$ cat src/rtl/wb_display_driver.sv
// wb_display_driver
//
// Captures the CPU debug outputs (fetch PC and write-back data) on a strobe
// and scans them onto an 8-digit common-anode seven-segment display.
// Digits 7..4 show PC[15:0], digits 3..0 show WriteData[15:0]; digit 0 is
// the rightmost. Each digit owns REFRESH_DIV cycles, the first BLANK_CYCLES
// of which drive all digits off so the previous digit's segments do not
// ghost onto the next one.
//
// Ports:
//   Clk        system clock, rising edge
//   Reset      asynchronous, active-high reset
//   PCResult   fetch-stage PC (only [15:0] used)
//   WriteData  write-back value (only [15:0] used)
//   sample     one-cycle snapshot strobe
//   freeze     holds the snapshots while high (wins over sample)
//   out7       segments, active-low, {g,f,e,d,c,b,a}
//   en_out     digit enables, active-low, en_out[i] drives digit i

module wb_display_driver #(
  parameter int REFRESH_DIV  = 100000,
  parameter int BLANK_CYCLES = 1
) (
  input  logic        Clk,
  input  logic        Reset,
  input  logic [31:0] PCResult,
  input  logic [31:0] WriteData,
  input  logic        sample,
  input  logic        freeze,
  output logic [6:0]  out7,
  output logic [7:0]  en_out
);

  localparam int CW = $clog2(REFRESH_DIV);
  localparam logic [CW-1:0] CNT_LAST = CW'(REFRESH_DIV - 1);

  logic [15:0]   pc_snap_q, pc_snap_d;
  logic [15:0]   wd_snap_q, wd_snap_d;
  logic [CW-1:0] cnt_q, cnt_d;
  logic [2:0]    idx_q, idx_d;
  logic [7:0]    en_out_q, en_out_d;
  logic [6:0]    out7_q, out7_d;

  logic          blank;
  logic [15:0]   snap_sel;
  logic [3:0]    nib;

  // Upper halves of the debug buses are not displayed.
  logic unused_hi;
  assign unused_hi = ^{PCResult[31:16], WriteData[31:16]};

  function automatic logic [6:0] hex7(input logic [3:0] n);
    case (n)
      4'h0: hex7 = 7'h40;
      4'h1: hex7 = 7'h79;
      4'h2: hex7 = 7'h24;
      4'h3: hex7 = 7'h30;
      4'h4: hex7 = 7'h19;
      4'h5: hex7 = 7'h12;
      4'h6: hex7 = 7'h02;
      4'h7: hex7 = 7'h78;
      4'h8: hex7 = 7'h00;
      4'h9: hex7 = 7'h10;
      4'hA: hex7 = 7'h08;
      4'hB: hex7 = 7'h03;
      4'hC: hex7 = 7'h46;
      4'hD: hex7 = 7'h21;
      4'hE: hex7 = 7'h06;
      default: hex7 = 7'h0E;
    endcase
  endfunction

  // With no blanking configured the compare would be against zero, so
  // tie it off instead of building a constant-false comparator.
  generate
    if (BLANK_CYCLES == 0) begin : g_noblank
      assign blank = 1'b0;
    end else begin : g_blank
      localparam logic [CW-1:0] BLANK_C = CW'(BLANK_CYCLES);
      assign blank = (cnt_q < BLANK_C);
    end
  endgenerate

  // Snapshot capture; freeze has priority over sample.
  always_comb begin
    pc_snap_d = pc_snap_q;
    wd_snap_d = wd_snap_q;
    if (sample && !freeze) begin
      pc_snap_d = PCResult[15:0];
      wd_snap_d = WriteData[15:0];
    end
  end

  // Refresh counter and digit scanner; idx wraps 7 -> 0 by width.
  always_comb begin
    cnt_d = cnt_q + 1'b1;
    idx_d = idx_q;
    if (cnt_q == CNT_LAST) begin
      cnt_d = '0;
      idx_d = idx_q + 3'd1;
    end
  end

  // idx[2] picks PC (upper four digits) or WriteData, idx[1:0] the nibble.
  always_comb begin
    snap_sel = idx_q[2] ? pc_snap_q : wd_snap_q;
    case (idx_q[1:0])
      2'd0:    nib = snap_sel[3:0];
      2'd1:    nib = snap_sel[7:4];
      2'd2:    nib = snap_sel[11:8];
      default: nib = snap_sel[15:12];
    endcase
  end

  always_comb begin
    en_out_d = 8'hFF;
    out7_d   = 7'h7F;
    if (!blank) begin
      en_out_d = ~(8'b1 << idx_q);
      out7_d   = hex7(nib);
    end
  end

  always_ff @(posedge Clk or posedge Reset) begin
    if (Reset) begin
      pc_snap_q <= '0;
      wd_snap_q <= '0;
      cnt_q     <= '0;
      idx_q     <= '0;
      en_out_q  <= 8'hFF;
      out7_q    <= 7'h7F;
    end else begin
      pc_snap_q <= pc_snap_d;
      wd_snap_q <= wd_snap_d;
      cnt_q     <= cnt_d;
      idx_q     <= idx_d;
      en_out_q  <= en_out_d;
      out7_q    <= out7_d;
    end
  end

  assign en_out = en_out_q;
  assign out7   = out7_q;

endmodule
$ cat config.mk
export PLATFORM = sky130hd
export DESIGN_NAME = wb_display_driver
export DESIGN_NICKNAME = d
export VERILOG_FILES = /design/src/rtl/wb_display_driver.sv
export SDC_FILE = /design/constraint.sdc
export NUM_CORES = 1
export LEC_CHECK = 0
export ABC_AREA = 1
export BUFFER_PORTS_ARGS = -buffer_cell sky130_fd_sc_hd__buf_4
export CORE_MARGIN = 2
export CORE_UTILIZATION = 57
export DETAILED_ROUTE_END_ITERATION = 8
export PLACE_DENSITY = 0.84
export SYNTH_ARGS = -nofsm -noshare
export SYNTH_HDL_FRONTEND = slang
export SYNTH_SLANG_ARGS = --single-unit
$ cat constraint.sdc
create_clock -name Clk -period 3.45 [get_ports Clk]
set_input_delay 0.1725 -clock Clk [delete_from_list [all_inputs] [get_ports Clk]]
set_output_delay 0.1725 -clock Clk [all_outputs]
set_load 0.005 [all_outputs]
==> flow_summary_export.csv <==
group,metric,value,unit
detailed_routing,ant_nets,0,
cells_and_area,fill_cells,443,
cells_and_area,final_cell_count_no_fill,497,
cells_and_area,syn2layout_area_growth,18.54,%
clock_network,clock_tree.root_cell,"clkbuf_8",
timing,finalHoldViolCount,0,
global_route,grt_pass1_wl,11700,µm
synthesis,syn_inst,365,
detailed_routing,drt_first_pass_iters,5,
timing,fmaxAchievable,0.3920,GHz
detailed_routing,vias_per_cell,5.412,
clock_network,cts_tree,"built",
place,io_buffers,50,
detailed_routing,routedWlPerCell,14.02,µm
synthesis,syn-num-nets,446,
timing,worst_pin_slew,1.124,ns
global_route,grt_max_degree,56,
floorplanning,io_pins,83,
cells_and_area,n_antenna_cell,0,
worst_setup_path,cp.required,3.72,ns
timing,slew_headroom,0.2497,
floorplanning,fp.dieW,80.94,µm
pwr,ir_worst_vdd,0.0002919,V
clock_network,path_clk_slew,0.08,ns
cells_and_area,fin_nets,498,
clock_network,clk-insertion-delay-late,0.34,ns
worst_setup_path,crit_fanout,27,
worst_setup_path,worstSetupStartpointType,"flip-flop",
synthesis,yosysTopAreaCell,"dfrtp_1",
clock_network,htreeDepth,3,
synthesis,synth_area,3374,µm²
timing,rsz0062_at_grt,"false",
place,hpwl,4888,µm
run_status,run_status,"complete, no violations",
detailed_routing,drt_wl_total,6966,µm
timing,fin_crit,2.551,ns
worst_setup_path,arrival,2.82,ns
worst_setup_path,worstSetupPathType,"flip-flop to flip-flop",
global_route,antenna_found_initial,0,
worst_setup_path,cp-end-kind,"flip-flop",
detailed_routing,drc_errors,0,
timing,tns,0,ns
timing,timing.final.ws_setup,0.8987,ns
floorplanning,initial_utilization,0.5802,
clock_network,numClockSinks,67,
floorplanning,coreArea,5816,µm²
pwr,p_leak,1.956,nW
pwr,power.density,469.7,nW/µm²
synthesis,synth_top_cells_by_area,"dfrtp_1 (39%), dfstp_2 (12%), mux2_2 (8.7%)",
clock_network,ctsHoldBuffers,0,
timing,final-setup-viol-count,0,
synthesis,ys_warn_count,0,
clock_network,ctsResizeCount,0,
synthesis,synth_top_area_share,0.3856,
global_route,overflow,0,
floorplanning,die_area,6551,µm²
cells_and_area,layout-drive-gt1-share,0.2820,
place,pre_cts_slack,0.9451,ns
flow_run,cap_violations,0,
timing,fin_skew,0.01447,ns
synthesis,ys_ff_latch,67,
global_route,first_global_vias,2655,
synthesis,synth.distinct_cells,30,
clock_network,postCtsSetupBuffers,0,
synthesis,ys_seq_area_frac,0.5024,
detailed_routing,vias,2690,
global_route,grt_usage,0.2378,
place,dp.cells,481,
timing,post-route-period-util,0.7395,
hold_path,min_path_type,"primary input to flip-flop",
timing,hold_slack,0.05483,ns
floorplanning,dieHeight,80.94,µm
clock_network,numCtsBuffers,9,
synthesis,syn_avg_cell_area,9.245,µm²
clock_network,clk_path_buf_depth,2,
timing,maxSlewViolCount,0,
floorplanning,num_rows,28,
pwr,p_total,1.879,mW
place,gp_congestion,0.9458,
detailed_routing,drtIter0Drc,104,
[logic make-up after synthesis]
group	count (synthesis)	share of synthesized area
AND/OR/NAND/NOR	163	0.2095
buffers and inverters	53	0.07082
AO/OA/AOI/OAI	33	0.05636
flip-flops	67	0.5024
XOR/XNOR	10	0.02596
adder cells (fa/ha/maj)	13	0.04820
multiplexers	26	0.08676
[flip-flops by register name (all words and copies together) (netlist names)]
signal and flops:
en_out 8, pc_snap_q 16, wd_snap_q 16, out7 7, idx_q 3, cnt_q 17
[cell usage in the layout (no fill, tap or decap), drive strengths merged]
| cell | n |
|---|---|
| xnor2 | 2 |
| xor2 | 8 |
| clkbuf | 12 |
| nor4 | 5 |
| nand3 | 34 |
| a21oi | 16 |
| o21ai | 13 |
| bufinv | 2 |
| nand3b | 1 |
| nor2 | 39 |
| mux2 | 26 |
| a21boi | 1 |
| clkinvlp | 2 |
| nand4 | 4 |
| dfrtp | 52 |
| ha | 13 |
| nor3 | 3 |
| nand2 | 77 |
| dfstp | 15 |
| o211ai | 2 |
| inv | 42 |
| a211oi | 1 |
| buf | 52 |
[stage by stage]
step | util | instance area, µm²
6_report | 0.6878 | 4000
3_3_place_gp | 0.6500 | 3780
3_5_place_dp | 0.6500 | 3780
5_1_grt | 0.6878 | 4000
2_1_floorplan | - | 3374
4_1_cts | 0.6878 | 4000
[report_power, final]
part | internal [mW] | switching (mW) | total [mW] | leakage (nW)
Clock | 0.427 | 0.295 | 0.723 | 0.103
Combinational | 0.127 | 0.126 | 0.253 | 1.06
Sequential | 0.872 | 0.0312 | 0.903 | 0.793
[path summary, 6_finish.rpt]
| kind | startpoint | slack, ns | cells after the start | endpoint |
|---|---|---|---|---|
| max | idx_q[2]$_DFFE_PP0N_ | 0.90 | 12 | out7[5]$_DFF_PP1_ |
| min | PCResult[5] | 0.05 | 2 | pc_snap_q[5]$_DFFE_PP0P_ |
| max reg2reg | idx_q[2]$_DFFE_PP0N_ | 0.90 | 12 | out7[5]$_DFF_PP1_ |
| min reg2reg | wd_snap_q[4]$_DFFE_PP0P_ | 0.51 | 2 | wd_snap_q[4]$_DFFE_PP0P_ |
| max in group asynchronous | Reset | 2.45 | 3 | out7[6]$_DFF_PP1_ |
| min in group asynchronous | Reset | 0.12 | 2 | pc_snap_q[1]$_DFFE_PP0P_ |
[cell usage after synthesis, drive strengths merged]
library cell   n
a211oi         1
a21boi         1
a21oi         16
buf           10
clkbuf         1
dfrtp         52
dfstp         15
ha            13
inv           42
mux2          26
nand2         77
nand3         34
nand3b         1
nand4          4
nor2          39
nor3           3
nor4           5
o211ai         2
o21ai         13
xnor2          2
xor2           8
[final cells by class]
type                       instances  area, µm²  area share
clock inverter                     4      75.07     0.01877
tap                               75      93.84     0.02346
sequential                        67       1695      0.4238
inverter                          42      160.2     0.04004
clock buffer                      12      145.1     0.03628
multi-input combinational        245       1440      0.3600
timing repair buffer              52      390.4     0.09759
[layer usage]
metal	global-route usage	share of wire	up-vias
li1	-	-	1288
met3	0.05000	0.050	25
met1	0.2895	0.41	1285
met5	0	0	-
met4	0.1356	0.029	0
met2	0.3926	0.51	92
[critical path, cell delays in order (launching register included)]
cell	delay, ns
dfrtp_1	0.95
inv_4	0.21
nand2_1	0.12
nand2_1	0.05
nand2_1	0.05
nand3_1	0.14
a21oi_4	0.25
inv_1	0.12
ha_1	0.23
nand2_2	0.10
o21ai_0	0.13
nand2_1	0.08
nand2_1	0.05
No activity file was read; power rests on OpenSTA's default activity.
